==> src/rtl/fwd_hazard_scoreboard.sv <==
// fwd_hazard_scoreboard: EX operand forwarding, ID branch-compare forwarding,
// load-use / branch-on-load / long-op scoreboard hazard detection.
// Optional macro FWD_PERF_CNT_EN adds saturating stall performance counters.
module fwd_hazard_scoreboard #(
    parameter int RA_W     = 5,
    parameter int LONG_MAX = 4,
    parameter int CNT_W    = 32
) (
    input  logic                              clk,
    input  logic                              rst_n,
    input  logic                              id_valid,
    input  logic [RA_W-1:0]                   id_rs1,
    input  logic [RA_W-1:0]                   id_rs2,
    input  logic                              id_use_rs1,
    input  logic                              id_use_rs2,
    input  logic [RA_W-1:0]                   id_rd,
    input  logic                              id_reg_write,
    input  logic                              id_is_branch,
    input  logic                              id_is_long,
    input  logic [RA_W-1:0]                   ex_rs1,
    input  logic [RA_W-1:0]                   ex_rs2,
    input  logic [RA_W-1:0]                   ex_rd,
    input  logic                              ex_reg_write,
    input  logic                              ex_is_load,
    input  logic                              ex_is_long,
    input  logic [RA_W-1:0]                   mem_rd,
    input  logic                              mem_reg_write,
    input  logic                              mem_is_load,
    input  logic [RA_W-1:0]                   wb_rd,
    input  logic                              wb_reg_write,
    input  logic                              long_done,
    input  logic [RA_W-1:0]                   long_rd,
    input  logic                              flush,
    output logic [1:0]                        fwd_a,
    output logic [1:0]                        fwd_b,
    output logic [1:0]                        fwd_br1,
    output logic [1:0]                        fwd_br2,
    output logic                              stall_id,
    output logic [$clog2(LONG_MAX+1)-1:0]     sb_busy,
    output logic                              sb_err
`ifdef FWD_PERF_CNT_EN
    ,
    output logic [CNT_W-1:0]                  perf_stall_cyc,
    output logic [CNT_W-1:0]                  perf_lu_stall,
    output logic [CNT_W-1:0]                  perf_sb_stall
`endif
);

    localparam int BUSY_W = $clog2(LONG_MAX + 1);
    localparam int NREG   = 2 ** RA_W;
    localparam logic [BUSY_W-1:0] BUSY_MAX = BUSY_W'(LONG_MAX);
    localparam logic [RA_W-1:0]   R0       = '0;

    logic [NREG-1:0]   sb_q, sb_d;
    logic [BUSY_W-1:0] busy_q, busy_d;
    logic              err_q, err_d;

    logic id_ok, use1, use2;
    logic ex_ld_m, mem_ld_m, lu_haz, bl_haz, raw_haz, waw_haz, full_haz;
    logic lu_cause, sb_cause;
    logic set_en, clr_en;

    // EX operand forwarding: EX_MEM result has priority over MEM_WB
    always_comb begin
        fwd_a = 2'b00;
        fwd_b = 2'b00;
        if (mem_reg_write && mem_rd != R0 && mem_rd == ex_rs1)    fwd_a = 2'b10;
        else if (wb_reg_write && wb_rd != R0 && wb_rd == ex_rs1)  fwd_a = 2'b01;
        if (mem_reg_write && mem_rd != R0 && mem_rd == ex_rs2)    fwd_b = 2'b10;
        else if (wb_reg_write && wb_rd != R0 && wb_rd == ex_rs2)  fwd_b = 2'b01;
    end

    // Branch-compare forwarding in ID; loads cannot be forwarded from EX or MEM
    always_comb begin
        fwd_br1 = 2'b00;
        fwd_br2 = 2'b00;
        if (id_is_branch) begin
            if (ex_reg_write && ex_rd != R0 && !ex_is_load && ex_rd == id_rs1)          fwd_br1 = 2'b01;
            else if (mem_reg_write && mem_rd != R0 && !mem_is_load && mem_rd == id_rs1) fwd_br1 = 2'b10;
            if (ex_reg_write && ex_rd != R0 && !ex_is_load && ex_rd == id_rs2)          fwd_br2 = 2'b01;
            else if (mem_reg_write && mem_rd != R0 && !mem_is_load && mem_rd == id_rs2) fwd_br2 = 2'b10;
        end
    end

    // Hazard terms; stall is forced low during reset and on flush
    always_comb begin
        id_ok    = id_valid && !flush && rst_n;
        use1     = id_use_rs1 && id_rs1 != R0;
        use2     = id_use_rs2 && id_rs2 != R0;
        ex_ld_m  = ex_is_load && ex_reg_write && ex_rd != R0 &&
                   ((use1 && ex_rd == id_rs1) || (use2 && ex_rd == id_rs2));
        mem_ld_m = mem_is_load && mem_reg_write && mem_rd != R0 &&
                   ((use1 && mem_rd == id_rs1) || (use2 && mem_rd == id_rs2));
        lu_haz   = ex_ld_m;
        bl_haz   = id_is_branch && (ex_ld_m || mem_ld_m);
        raw_haz  = (use1 && sb_q[id_rs1]) || (use2 && sb_q[id_rs2]);
        waw_haz  = id_reg_write && id_rd != R0 && sb_q[id_rd];
        full_haz = id_is_long && busy_q == BUSY_MAX;
        lu_cause = id_ok && (lu_haz || bl_haz);
        sb_cause = id_ok && (raw_haz || waw_haz || full_haz);
        stall_id = lu_cause || sb_cause;
    end

    // Scoreboard next state: set on long issue from EX, clear on long writeback
    always_comb begin
        sb_d   = sb_q;
        busy_d = busy_q;
        err_d  = err_q;
        set_en = ex_is_long && ex_reg_write && ex_rd != R0;
        clr_en = long_done && long_rd != R0 && sb_q[long_rd];
        if (long_done && long_rd != R0 && !sb_q[long_rd]) err_d = 1'b1;
        if (clr_en) sb_d[long_rd] = 1'b0;
        if (set_en) sb_d[ex_rd]   = 1'b1;
        if (set_en && !clr_en) begin
            if (busy_q != BUSY_MAX) busy_d = busy_q + 1'b1;
        end else if (clr_en && !set_en) begin
            busy_d = busy_q - 1'b1;
        end
    end

    // Scoreboard state registers
    always_ff @(posedge clk) begin
        if (!rst_n) begin
            sb_q   <= '0;
            busy_q <= '0;
            err_q  <= 1'b0;
        end else begin
            sb_q   <= sb_d;
            busy_q <= busy_d;
            err_q  <= err_d;
        end
    end

    assign sb_busy = busy_q;
    assign sb_err  = err_q;

`ifdef FWD_PERF_CNT_EN
    function automatic logic [CNT_W-1:0] sat_inc(input logic [CNT_W-1:0] v, input logic en);
        return (en && v != '1) ? v + 1'b1 : v;
    endfunction

    logic [CNT_W-1:0] stall_cyc_q, lu_cnt_q, sb_cnt_q;

    // Saturating stall counters, split by hazard cause
    always_ff @(posedge clk) begin
        if (!rst_n) begin
            stall_cyc_q <= '0;
            lu_cnt_q    <= '0;
            sb_cnt_q    <= '0;
        end else begin
            stall_cyc_q <= sat_inc(stall_cyc_q, stall_id);
            lu_cnt_q    <= sat_inc(lu_cnt_q, lu_cause);
            sb_cnt_q    <= sat_inc(sb_cnt_q, sb_cause);
        end
    end

    assign perf_stall_cyc = stall_cyc_q;
    assign perf_lu_stall  = lu_cnt_q;
    assign perf_sb_stall  = sb_cnt_q;
`endif

endmodule
==> config.mk <==
export PLATFORM = sky130hd
export DESIGN_NAME = fwd_hazard_scoreboard
export DESIGN_NICKNAME = d
export VERILOG_FILES = /design/src/rtl/fwd_hazard_scoreboard.sv
export SDC_FILE = /design/constraint.sdc
export NUM_CORES = 1
export LEC_CHECK = 0
export ABC_AREA = 1
export CORE_MARGIN = 8
export CORE_UTILIZATION = 48
export CTS_CLUSTER_SIZE = 8
export DETAILED_ROUTE_END_ITERATION = 12
export GPL_TIMING_DRIVEN = 1
export PLACE_DENSITY = 0.78
export SYNTH_ARGS = -nofsm -noshare
export SYNTH_HDL_FRONTEND = slang
export SYNTH_SLANG_ARGS = --single-unit
==> constraint.sdc <==
create_clock -name clk -period 2.3 [get_ports clk]
set_clock_uncertainty 0.2 [all_clocks]
set_input_delay 0.575 -clock clk [delete_from_list [all_inputs] [get_ports clk]]
set_output_delay 0.575 -clock clk [all_outputs]
set_load 0.02 [all_outputs]
==> flow_summary_export.csv <==
group,metric,value,unit
layout,nets,906,
sta,setup_viol,12,
detailed_routing,antenna_left,0,
power_and_ir_drop,p_per_area,329,nW/um2
cts,hold_buffers,0,
sta,slew_headroom,60.4,%
synth,synth_ff_type,"dfxtp_1",
synth,synth_common_cells,"nand2_1 (208), a21oi_1 (57), inv_1 (54)",
detailed_routing,drt_iter0_markers,657,
worst_hold_path,hold_class,"register to register",
setup_path,path_class,"input pin to output port",
synth,synth_top_area_share,21.5,%
placement,numPortBuffers,73,
placement,place_area,5480,um2
setup_path,cp.arrival,2.06,ns
cts,clock_path_buffers,2,
floorplanning,die_h,103,um
floorplanning,core,7290,um2
synth,synth.most_common_cell,"nand2_1",
synth,yosys.area.top_type,"nand2_1",
cts,htreeDepth,2,
setup_path,cp-end-kind,"output port",
synth,async_reset_ff_share,0,%
grt,antenna_found_initial,0,
synth,synth_nets,707,
floorplanning,floorplan.initialDensity,49.9,%
cts,cts_tree,"built",
layout,final_util,84.6,%
cts,clock_sinks,36,
detailed_routing,post-route-drc-count,0,
setup_path,cp.required,1.52,ns
cts,clk_pin_slew,0.08,ns
floorplanning,rows,31,
grt,grt_overflow,0,
detailed_routing,vias_per_cell,5.94,
setup_path,critPathMaxFanout,17,
run,maxCapViolCount,0,
synth,synth.distinct_cells,30,
detailed_routing,wl_per_cell,18.9,um
synth,ys_seq_area_share,19.8,%
power_and_ir_drop,ir_worst_vdd,0.443,mV
grt,grt_pass1_vias,5391,
synth,postSynthAreaPerCell,5.64,um2
grt,grt_max_degree,32,
cts,root_buffer,"clkbuf_8",
power_and_ir_drop,leakage,2.75,nW
sta,period_share,123,%
sta,setup_tns,-1.95,ns
layout,n_fill_cell,464,
sta,whs,0.281,ns
floorplanning,die_x,103,um
sta,fin_ws,-0.531,ns
synth,ys_ff_latch,36,
run_status,status,"complete, but fails checks",
layout,layoutNonFillerInstCount,944,
sta,tightest_slew,0.589,ns
detailed_routing,first_pass_iters,7,
grt,grtUsageTotal,31.3,%
cts,cts_made_buffers,5,
detailed_routing,wl,17.8,mm
cts,clk_latency,0.29,ns
sta,layout_min_cycle_time,2.83,ns
synth,netlist_instances,645,
sta,rsz0062_at_grt,"yes",
sta,hold_viol,0,
setup_path,start_kind,"input pin",
sta,drv_slew,0,
layout,layout-drive-gt1-share,35.0,%
synth,synth_edf_count,0,
floorplanning,pin_count,74,
power_and_ir_drop,p_total,2.03,mW
detailed_routing,vias,5608,
grt,grt_pass1_wl,26.2,mm
layout,antenna_cells,0,
placement,hpwl,12.1,mm
synth,syn_area,3640,um2
layout,area_delta_synth_final,69.6,%
placement,place.gp.congestion,0.934,
floorplanning,die_area,10600,um2
layout,final_cell_area,6170,um2
synth,synth_warnings,0,
sta,clock.fmax,0.353,GHz
run_status,violations,"negative setup slack",
placement,numPlacedInstances,919,
synth,yosys-top-cells-area,"nand2_1 (21%), dfxtp_1 (20%), a21oi_1 (7.8%)",
placement,dp_slack,-1.34,ns
worst paths after layout:
kind / startpoint / to / slack (ns) / cells after the start
worst max-delay path: id_rs1[1] / stall_id / -0.53 / 12
worst min register to register: sb_err / sb_err / 0.28 / 1
worst max register to register: sb_q[18] / sb_busy[2] / -0.01 / 18
worst min-delay path: sb_err / sb_err / 0.28 / 1
worst max-delay path, stage by stage:
cell and delay, ns:
buf_2 0.13, buf_4 0.20, a21oi_1 0.19, o21ai_0 0.16
nand3_1 0.11, nand3_1 0.07, nand3_1 0.13, nand3_2 0.11
nand4_1 0.12, nand2_1 0.07, nand2_2 0.07, buf_6 0.11
cells by family (layout without fill, tap and decap cells):
group                      after synthesis  after routing  share of synthesized area, %
AOI/OAI and AO/OA                      158            158                          23.9
buffers and inverters                   92            292                          9.73
adders and majority gates                1              1                         0.550
DFF                                     36             36                          19.8
xor gates and xnor gates                29             29                          6.98
and+or+nand+nor                        329            329                          39.0
layout by cell type (no fill, tap or decap), types with 13 or more instances in the layout:
cell,instances
nand2_1,193
buf_4,128
a21oi_1,53
inv_1,41
o21ai_1,41
nand3_1,37
dfxtp_1,34
buf_6,30
o21ai_0,29
nor2_1,27
o211ai_1,20
clkdlybuf4s50_1,17
inv_2,14
nand2_2,13
registers in the layout, summed over array words and instances, names as in the netlist:
signal   flops
sb_q        32
sb_busy      3
sb_err       1
power by group:
part	switching, mW	leakage [nW]	internal, mW
clock	0.244	0.0541	0.321
sequential	0.00811	0.292	0.633
combinational	0.438	2.40	0.386
area by class of cell:
class,instances,area [um2],share of cell area [%]
Multi-Input combinational cell,517,2970,48.2
Timing Repair Buffer,223,1980,32.0
Sequential cell,36,723,11.7
Inverter,61,264,4.28
Tap cell,99,124,2.01
Clock buffer,5,68.8,1.11
Clock inverter,3,42.5,0.689
metal layers:
| layer | vias to the layer above | GRT usage (%) | part of all wire (%) |
|---|---|---|---|
| li1 | 2554 | - | - |
| met1 | 2499 | 35.6 | 35 |
| met2 | 420 | 53.9 | 47 |
| met3 | 135 | 6.62 | 12 |
| met5 | - | 0 | 0 |
| met4 | 0 | 16.0 | 6.4 |
what timing repair did:
action,in CTS,in global routing
gates resized for setup,278,74
buffers inserted,7,6
endpoints found under the setup margin,43,35
pin swaps,39,36
cloned,5,0
Note: power is estimated with default switching activity, not from simulation.
